<file path="config.mk">
export PLATFORM = sky130hd
export DESIGN_NAME = dmem_arbiter_flat
export DESIGN_NICKNAME = d
export VERILOG_FILES = /design/src/rtl/dmem_arbiter_if.sv /design/src/rtl/dmem_arbiter.sv /design/src/flat_wrapper.sv
export SDC_FILE = /design/constraint.sdc
export NUM_CORES = 1
export LEC_CHECK = 0
export CELL_PAD_IN_SITES_DETAIL_PLACEMENT = 1
export CELL_PAD_IN_SITES_GLOBAL_PLACEMENT = 2
export CORE_MARGIN = 2
export CORE_UTILIZATION = 10
export DETAILED_ROUTE_END_ITERATION = 10
export GPL_TIMING_DRIVEN = 0
export PLACE_DENSITY_LB_ADDON = 0.25
export SYNTH_ARGS = -nofsm -noshare
export SYNTH_HDL_FRONTEND = slang
export SYNTH_SLANG_ARGS = --single-unit
</file>
<file path="constraint.sdc">
create_clock -name i_clock -period 2.55 [get_ports i_clock]
set_input_delay 0.6375 -clock i_clock [delete_from_list [all_inputs] [get_ports i_clock]]
set_output_delay 0.6375 -clock i_clock [all_outputs]
set_load 0.1 [all_outputs]
</file>
<file path="src/rtl/dmem_arbiter_if.sv">
// ----------------------------------------------------------------------------
// dmem_arbiter_if
// Bundle of every signal between the data-memory arbiter, its two requesters
// (core = 0, loader/debug = 1) and the single-port data memory.
//
//   req0/1, wen0/1, lock0/1, addr0/1, wdata0/1  : requester -> arbiter
//   gnt0/1, rvalid0/1, rdata0/1                 : arbiter -> requester
//   mem_en, mem_wen, mem_addr, mem_wdata        : arbiter -> memory
//   mem_rdata                                   : memory -> arbiter
//
// Modports:
//   slave  : the arbiter's view
//   master : the environment's view (requesters plus memory)
// ----------------------------------------------------------------------------
interface dmem_arbiter_if #(
    parameter int ADDR_W = 10,
    parameter int DATA_W = 32
);
    logic              req0;
    logic              req1;
    logic              wen0;
    logic              wen1;
    logic              lock0;
    logic              lock1;
    logic [ADDR_W-1:0] addr0;
    logic [ADDR_W-1:0] addr1;
    logic [DATA_W-1:0] wdata0;
    logic [DATA_W-1:0] wdata1;
    logic              gnt0;
    logic              gnt1;
    logic              rvalid0;
    logic              rvalid1;
    logic [DATA_W-1:0] rdata0;
    logic [DATA_W-1:0] rdata1;
    logic              mem_en;
    logic              mem_wen;
    logic [ADDR_W-1:0] mem_addr;
    logic [DATA_W-1:0] mem_wdata;
    logic [DATA_W-1:0] mem_rdata;

    modport slave (
        input  req0, req1, wen0, wen1, lock0, lock1,
        input  addr0, addr1, wdata0, wdata1, mem_rdata,
        output gnt0, gnt1, rvalid0, rvalid1, rdata0, rdata1,
        output mem_en, mem_wen, mem_addr, mem_wdata
    );

    modport master (
        output req0, req1, wen0, wen1, lock0, lock1,
        output addr0, addr1, wdata0, wdata1, mem_rdata,
        input  gnt0, gnt1, rvalid0, rvalid1, rdata0, rdata1,
        input  mem_en, mem_wen, mem_addr, mem_wdata
    );
endinterface

</file>
<file path="src/rtl/dmem_arbiter.sv">
// ----------------------------------------------------------------------------
// dmem_arbiter
// Shares the single-port data memory between the core (requester 0) and the
// loader/debug agent (requester 1). Round-robin arbitration, optional bounded
// lock for bursts, and routing of the 1-cycle-late read data back to the
// requester that issued the read. Grant is combinational in the request
// cycle, so a granted access reaches the memory pins in that same cycle.
//
// Ports:
//   i_clock : system clock, all state on rising edge
//   i_reset : synchronous active-high reset; outputs forced idle while high
//   bus     : dmem_arbiter_if.slave (requester and memory signals)
// ----------------------------------------------------------------------------
module dmem_arbiter #(
    parameter int ADDR_W   = 10,
    parameter int DATA_W   = 32,
    parameter int LOCK_MAX = 8
) (
    input  logic           i_clock,
    input  logic           i_reset,
    dmem_arbiter_if.slave  bus
);
    localparam int CNT_W = $clog2(LOCK_MAX + 1);

    typedef enum logic {
        ST_UNLOCKED,
        ST_LOCKED
    } lock_state_t;

    lock_state_t      r_state;
    logic             r_lock_owner;
    logic [CNT_W-1:0] r_lock_cnt;
    logic             r_last_grant;
    logic             r_rd_pend;
    logic             r_rd_owner;

    logic [1:0]       w_req;
    logic [1:0]       w_lock;
    logic [1:0]       w_wen;
    logic             w_hold;
    logic             w_grant;
    logic             w_sel;
    logic [CNT_W-1:0] w_cnt_inc;
    logic             w_keep_lock;

    assign w_req  = {bus.req1,  bus.req0};
    assign w_lock = {bus.lock1, bus.lock0};
    assign w_wen  = {bus.wen1,  bus.wen0};

    // The lock only holds while the owner is still asking for it this cycle;
    // dropping either req or lock hands arbitration back to round-robin at once.
    assign w_hold = (r_state == ST_LOCKED) && w_req[r_lock_owner] && w_lock[r_lock_owner];

    always_comb begin
        w_grant = 1'b0;
        w_sel   = 1'b0;
        if (i_reset) begin
            w_grant = 1'b0;
        end else if (w_hold) begin
            w_grant = 1'b1;
            w_sel   = r_lock_owner;
        end else if (&w_req) begin
            w_grant = 1'b1;
            w_sel   = ~r_last_grant;
        end else if (w_req[0]) begin
            w_grant = 1'b1;
            w_sel   = 1'b0;
        end else if (w_req[1]) begin
            w_grant = 1'b1;
            w_sel   = 1'b1;
        end
    end

    // Count of locked grants including this one. The stored count never
    // exceeds LOCK_MAX-1: the grant that would bring it to LOCK_MAX is the last
    // one of the burst, which caps a burst at exactly LOCK_MAX grants.
    assign w_cnt_inc   = w_hold ? (r_lock_cnt + CNT_W'(1)) : CNT_W'(1);
    assign w_keep_lock = w_grant && w_lock[w_sel] && (w_cnt_inc < CNT_W'(LOCK_MAX));

    always_ff @(posedge i_clock) begin
        if (i_reset) begin
            r_state      <= ST_UNLOCKED;
            r_lock_owner <= 1'b0;
            r_lock_cnt   <= '0;
            r_last_grant <= 1'b1;
            r_rd_pend    <= 1'b0;
            r_rd_owner   <= 1'b0;
        end else begin
            if (w_grant) begin
                r_last_grant <= w_sel;
                r_rd_owner   <= w_sel;
            end
            r_rd_pend <= w_grant && !w_wen[w_sel];

            case (r_state)
                ST_UNLOCKED,
                ST_LOCKED: begin
                    if (w_keep_lock) begin
                        r_state      <= ST_LOCKED;
                        r_lock_owner <= w_sel;
                        r_lock_cnt   <= w_cnt_inc;
                    end else begin
                        r_state      <= ST_UNLOCKED;
                        r_lock_cnt   <= '0;
                    end
                end
                default: begin
                    r_state    <= ST_UNLOCKED;
                    r_lock_cnt <= '0;
                end
            endcase
        end
    end

    assign bus.gnt0      = w_grant && !w_sel;
    assign bus.gnt1      = w_grant &&  w_sel;
    assign bus.mem_en    = w_grant;
    assign bus.mem_wen   = w_grant && w_wen[w_sel];
    assign bus.mem_addr  = !w_grant ? '0 : (w_sel ? bus.addr1  : bus.addr0);
    assign bus.mem_wdata = !w_grant ? '0 : (w_sel ? bus.wdata1 : bus.wdata0);

    // Read return: memory data arrives the cycle after the granted read.
    assign bus.rvalid0 = r_rd_pend && !r_rd_owner && !i_reset;
    assign bus.rvalid1 = r_rd_pend &&  r_rd_owner && !i_reset;
    assign bus.rdata0  = bus.rvalid0 ? bus.mem_rdata : '0;
    assign bus.rdata1  = bus.rvalid1 ? bus.mem_rdata : '0;
endmodule
</file>
<file path="src/flat_wrapper.sv">
// flat-port wrapper written by rule: the top's interface ports become plain ports
module dmem_arbiter_flat 
#(
    parameter int ADDR_W   = 10,
    parameter int DATA_W   = 32,
    parameter int LOCK_MAX = 8
)
  (i_clock, i_reset, bus_req0, bus_req1, bus_wen0, bus_wen1, bus_lock0, bus_lock1, bus_addr0, bus_addr1, bus_wdata0, bus_wdata1, bus_mem_rdata, bus_gnt0, bus_gnt1, bus_rvalid0, bus_rvalid1, bus_rdata0, bus_rdata1, bus_mem_en, bus_mem_wen, bus_mem_addr, bus_mem_wdata);
  dmem_arbiter_if #(.ADDR_W(ADDR_W), .DATA_W(DATA_W)) bus_i ();
  input  logic i_clock;
  input  logic i_reset;
  input wire logic [$bits(bus_i.req0)-1:0] bus_req0;
  input wire logic [$bits(bus_i.req1)-1:0] bus_req1;
  input wire logic [$bits(bus_i.wen0)-1:0] bus_wen0;
  input wire logic [$bits(bus_i.wen1)-1:0] bus_wen1;
  input wire logic [$bits(bus_i.lock0)-1:0] bus_lock0;
  input wire logic [$bits(bus_i.lock1)-1:0] bus_lock1;
  input wire logic [$bits(bus_i.addr0)-1:0] bus_addr0;
  input wire logic [$bits(bus_i.addr1)-1:0] bus_addr1;
  input wire logic [$bits(bus_i.wdata0)-1:0] bus_wdata0;
  input wire logic [$bits(bus_i.wdata1)-1:0] bus_wdata1;
  input wire logic [$bits(bus_i.mem_rdata)-1:0] bus_mem_rdata;
  output wire logic [$bits(bus_i.gnt0)-1:0] bus_gnt0;
  output wire logic [$bits(bus_i.gnt1)-1:0] bus_gnt1;
  output wire logic [$bits(bus_i.rvalid0)-1:0] bus_rvalid0;
  output wire logic [$bits(bus_i.rvalid1)-1:0] bus_rvalid1;
  output wire logic [$bits(bus_i.rdata0)-1:0] bus_rdata0;
  output wire logic [$bits(bus_i.rdata1)-1:0] bus_rdata1;
  output wire logic [$bits(bus_i.mem_en)-1:0] bus_mem_en;
  output wire logic [$bits(bus_i.mem_wen)-1:0] bus_mem_wen;
  output wire logic [$bits(bus_i.mem_addr)-1:0] bus_mem_addr;
  output wire logic [$bits(bus_i.mem_wdata)-1:0] bus_mem_wdata;
  assign bus_i.req0 = bus_req0;
  assign bus_i.req1 = bus_req1;
  assign bus_i.wen0 = bus_wen0;
  assign bus_i.wen1 = bus_wen1;
  assign bus_i.lock0 = bus_lock0;
  assign bus_i.lock1 = bus_lock1;
  assign bus_i.addr0 = bus_addr0;
  assign bus_i.addr1 = bus_addr1;
  assign bus_i.wdata0 = bus_wdata0;
  assign bus_i.wdata1 = bus_wdata1;
  assign bus_i.mem_rdata = bus_mem_rdata;
  assign bus_gnt0 = bus_i.gnt0;
  assign bus_gnt1 = bus_i.gnt1;
  assign bus_rvalid0 = bus_i.rvalid0;
  assign bus_rvalid1 = bus_i.rvalid1;
  assign bus_rdata0 = bus_i.rdata0;
  assign bus_rdata1 = bus_i.rdata1;
  assign bus_mem_en = bus_i.mem_en;
  assign bus_mem_wen = bus_i.mem_wen;
  assign bus_mem_addr = bus_i.mem_addr;
  assign bus_mem_wdata = bus_i.mem_wdata;
  dmem_arbiter #(.ADDR_W(ADDR_W), .DATA_W(DATA_W), .LOCK_MAX(LOCK_MAX)) u_core (.i_clock(i_clock), .i_reset(i_reset), .bus(bus_i));
endmodule
</file>
# Word level (Yosys, flattened, before mapping)
# Cells that the tools add are included.
# classes
addsub	1
n_lt_le_gt_ge	3
n_mux	25
n_bitwise	2
reduce_logical	18
# ops
operator	n
32-bit two-way mux	4
10-bit two-way mux	2
1-bit two-way mux	18
1-bit logical AND	12
4-bit by 1-bit adder with 4-bit output (second input constant)	1
1-bit logical NOT	4
1-bit by 2-bit less-than comparator with 1-bit output (second input constant)	2
4-bit less-than comparator (second input constant)	1
4-bit two-way mux	1
1-bit inverter	2
2-bit AND reduction	1
2-bit OR reduction	1
# word_totals
reg_bits	9
in_bits	124
output_inout_bits	112
word_cells	55

# Longest topological paths before layout
# depth
depth_word	12
depth_mapped	6
depth_no_buf	4

# Worst setup path after synthesis
# No wires, ideal clock.
# synth_timing
path_kind	in2out
from	in i_reset
to	out bus_mem_wen
arrival_time_ps	4521
required_time_ps	1913
path_slack_ps	-2608
path_stages	3
n_path_buf	1
path_cell_list	clkbuf_1 > nor2_1 > a21boi_0
# synth_between
elab_cells_between_ends	5
classes_between	mux: 4; reduce/logical: 1
# synth_lines
item	line	rtl
from (decl)	flat_wrapper.sv:11	input logic i_reset;
1-bit two-way mux	dmem_arbiter.sv:57	if (i_reset) begin
named net bus_mem_en	flat_wrapper.sv:29	output wire logic [$bits(bus_i.mem_en)-1:0] bus_mem_en;
1-bit logical AND	dmem_arbiter.sv:118	assign bus.mem_wen = w_grant && w_wen[w_sel];
to (decl)	flat_wrapper.sv:30	output wire logic [$bits(bus_i.mem_wen)-1:0] bus_mem_wen;
# The timed path passes the listed nets, and every way through them passes these cells. The select of a mux whose other input is x is not followed.

# Worst setup path in the final report
# layout_timing
from	in bus_req1
to	out bus_mem_addr[1]
# layout_between
elab_chain_cells	8
elab_cells_between_ends	16
classes_between	mux: 13; reduce/logical: 3
# layout_lines
item	line	rtl
from (decl)	flat_wrapper.sv:13	input wire logic [$bits(bus_i.req1)-1:0] bus_req1;
1-bit two-way mux (not written as such) (2 in series)	dmem_arbiter.sv:52	assign w_hold = (r_state == ST_LOCKED) && w_req[r_lock_owner] && w_lock[r_lock_owner];
1-bit logical AND (2 in series)	dmem_arbiter.sv:52	
1-bit two-way mux	dmem_arbiter.sv:59	end else if (w_hold) begin
1-bit two-way mux	dmem_arbiter.sv:57	
10-bit two-way mux	dmem_arbiter.sv:119	assign bus.mem_addr = !w_grant ? '0 : (w_sel ? bus.addr1 : bus.addr0);
10-bit two-way mux (*)	dmem_arbiter.sv:119	
to (decl)	flat_wrapper.sv:31	output wire logic [$bits(bus_i.mem_addr)-1:0] bus_mem_addr;
# Mark *: on every way between the ends. The rest lies on a longest branch, timed or not. The select of a mux whose other input is x is not followed.

==> impl_metrics.env <==
export IMPL_clock_skew_ns=0.00238
export IMPL_track_usage_pct=13.8
export IMPL_hold_buffers=0
export IMPL_ys_seq_area_share_pct=13.5
export IMPL_io_pins=236
export IMPL_syn_area_per_cell_um2=7.73
export IMPL_slew_headroom_pct=63.6
export IMPL_max_freq_ghz=0.367
export IMPL_ys_flop_type="dfxtp_1"
export IMPL_path_buf_inv=6
export IMPL_fin_area_um2=5230
export IMPL_synth_compound_area_share_pct=36.4
export IMPL_clk_path_buf_depth=2
export IMPL_hold_violations=0
export IMPL_yosysUniqueCellTypes=36
export IMPL_syn_area_um2=1330
export IMPL_synth_simple_area_share_pct=38.5
export IMPL_dp_hpwl_mm=8.14
export IMPL_grtUsageMet1_pct=15.3
export IMPL_clock_latency_ns=0.23
export IMPL_dieWidth_um=119
export IMPL_drtIter0Drc=57
export IMPL_rsz0062_at_grt="yes"
export IMPL_setup_viol=42
export IMPL_layout_commonest_cell="clkdlybuf4s50_1"
export IMPL_worstSetupPathType="in2out"
export IMPL_dieArea_um2=14200
export IMPL_wl_mm=10.2
export IMPL_avgRoutedWirePerCell_um=17.1
export IMPL_htreeDepth=1
export IMPL_synth_edf_count=0
export IMPL_max_stage_delay_ns=0.23
export IMPL_viasPerCell=3.87
export IMPL_root_buffer="clkbuf_16"
export IMPL_p_leak_uw=0.00232
export IMPL_r2r_slack_ns=0.90
export IMPL_grt_start_max_net_pins=11
export IMPL_nNetsFinal=548
export IMPL_cts_tree="yes"
export IMPL_numClockSinks=9
export IMPL_fin_crit_ns=2.72
export IMPL_drive_above_1_share_pct=62.3
export IMPL_drv_cap=0
export IMPL_drtAntennaViolNets=0
export IMPL_ir_worst_vdd_uv=325
export IMPL_std_cell_rows=42
export IMPL_critPathLaunchType="input port"
export IMPL_firstDrtPassIters=4
export IMPL_top_usage_layer="met2"
export IMPL_portBuffers=234
export IMPL_slew_violations=0
export IMPL_netlist_area_leader_share_pct=30.1
export IMPL_ys_ff_latch=9
export IMPL_cts_buffers=3
export IMPL_grt_pass1_vias=2507
export IMPL_synthAdderAreaFrac_pct=0.941
export IMPL_dp_cells=582
export IMPL_routabilityCongestion=0.737
export IMPL_grt_pass1_wl_mm=15.5
export IMPL_crit_path_end_kind="output pin"
export IMPL_yosys_warnings=0
export IMPL_cpMostUsedCell="buf_12"
export IMPL_status="finished with violations"
export IMPL_async_flop_share_pct=0
export IMPL_initial_core_util_pct=10.1
export IMPL_antenna_found_initial=0
export IMPL_crit_path_max_fanout=7
export IMPL_synth_nets=297
export IMPL_yosys_mux_area_fraction_pct=0.753
export IMPL_antenna_cells=0
export IMPL_die_y_um=119
export IMPL_clkTransAtPathRegs_ns=0.04
export IMPL_synth_area_leaders="and2_1, a22o_1, dfxtp_1"
export IMPL_core_area_um2=13100
export IMPL_worstPathArrival_ns=2.08
export IMPL_yosysTopAreaCell="and2_1"
export IMPL_fin_cells=598
export IMPL_worstMarginPinSlew_ns=0.540
export IMPL_vias=2317
export IMPL_path_delay_family="buffers and inverters"
export IMPL_critical_path_cell_chain="buf_12, and4_1, buf_6, o21ai_4, a211oi_4, buf_12, buf_12, buf_12, a22o_4, buf_12"
export IMPL_finalCritPeriodShare_pct=107
export IMPL_syn_to_final_growth_pct=293
export IMPL_worst_hold_path_type="reg2reg"
export IMPL_synthXorXnorAreaFrac_pct=1.32
export IMPL_grt_use_met3_pct=2.92
export IMPL_drc_errors=0
export IMPL_violations="setup timing"
export IMPL_setup_slack_ns=-0.172
export IMPL_grt_overflow=0
export IMPL_grt_util_met2_pct=27.4
export IMPL_p_per_area_nw_per_um2=329
export IMPL_mostFrequentLayoutCells="clkdlybuf4s50_1, buf_6, buf_12"
export IMPL_dpl_cell_area_um2=4450
export IMPL_synth_top_family_by_area="simple AND/OR/NAND/NOR gates"
export IMPL_crit_slowest_cell="a22o_4"
export IMPL_synthCells=172
export IMPL_cp_required_ns=1.91
==> layout make-up <==
| cell class | count | area, µm² |
|---|---|---|
| inverter | 2 | 7.51 |
| buffer | 16 | 204 |
| multi-input combinational | 145 | 1600 |
| clock buffer | 4 | 78.8 |
| tap | 176 | 220 |
| timing repair buffer | 246 | 2940 |
| sequential | 9 | 180 |
| fill | 1446 | 7910 |
==> sequential cells by signal, indices dropped and copies added, names as in the netlist <==
name / flops
u_core.r_rd_owner: 1
u_core.r_state: 1
u_core.r_lock_owner: 1
u_core.r_lock_cnt: 4
u_core.r_rd_pend: 1
u_core.r_last_grant: 1
==> Yosys cell counts (all sizes together) (2+ instances only) <==
master	number
nand3	2
clkbuf	7
inv	2
nor2	5
and3	2
a22o	42
and2	64
dfxtp	9
nand2	4
buf	9
o21ai	4
a211oi	2
==> timing repair <==
action,CTS,global route
buffers inserted,9,3
gates cloned,1,0
resized for setup,890,22
setup endpoints to repair,112,104
pin swaps,12,7
==> stage by stage <==
step / worst slack (ns) / TNS, ns / hold slack [ns] / utilization (%) / total power [µW]
global route: -0.219 / -5.52 / 0.524 / 39.8 / 1780
finish: -0.172 / -3.22 / 0.501 / 39.8 / 1720
detailed placement: -2.04 / -165.92 / 0.471 / 33.8 / 1250
global placement: -1.99 / -165.21 / 0.459 / 33.8 / 1250
floorplan: -0.213 / -6.20 / 0.445 / - / 883
CTS: -0.218 / -4.95 / 0.494 / 39.3 / 1720
==> cells by family after synthesis <==
kind of cell               Yosys count
DFF                                  9
xor gates and xnor gates             2
other                                1
and+or+nand+nor                     84
AOI/OAI and AO/OA                   56
muxes                                1
adders and majority gates            1
buffers and inverters               18
==> report_power, final <==
part	leakage (µW)	internal (µW)	switching (µW)	total, µW
registers	0.0000741	148	5.32	154
logic	0.00221	556	732	1290
clock network	0.0000382	209	71.4	281
total	0.00232	913	809	1720
==> routing by layer <==
layer | vias up | part of all wire, %
met4 | 0 | 1.1
met1 | 1095 | 36
met2 | 88 | 56
met5 | - | 0
met3 | 6 | 6.2
li1 | 1128 | -
==> final timing paths <==
check        cells past startpoint                               to                              from
max                             10                  bus_mem_addr[1]                          bus_req1
max reg2reg                      5  u_core.r_lock_cnt[1]$_SDFF_PP0_  u_core.r_lock_owner$_SDFFE_PP0N_
min reg2reg                      1  u_core.r_lock_cnt[0]$_SDFF_PP0_   u_core.r_lock_cnt[0]$_SDFF_PP0_
min                              1  u_core.r_lock_cnt[0]$_SDFF_PP0_   u_core.r_lock_cnt[0]$_SDFF_PP0_
No activity file was read; power rests on OpenSTA's default activity.
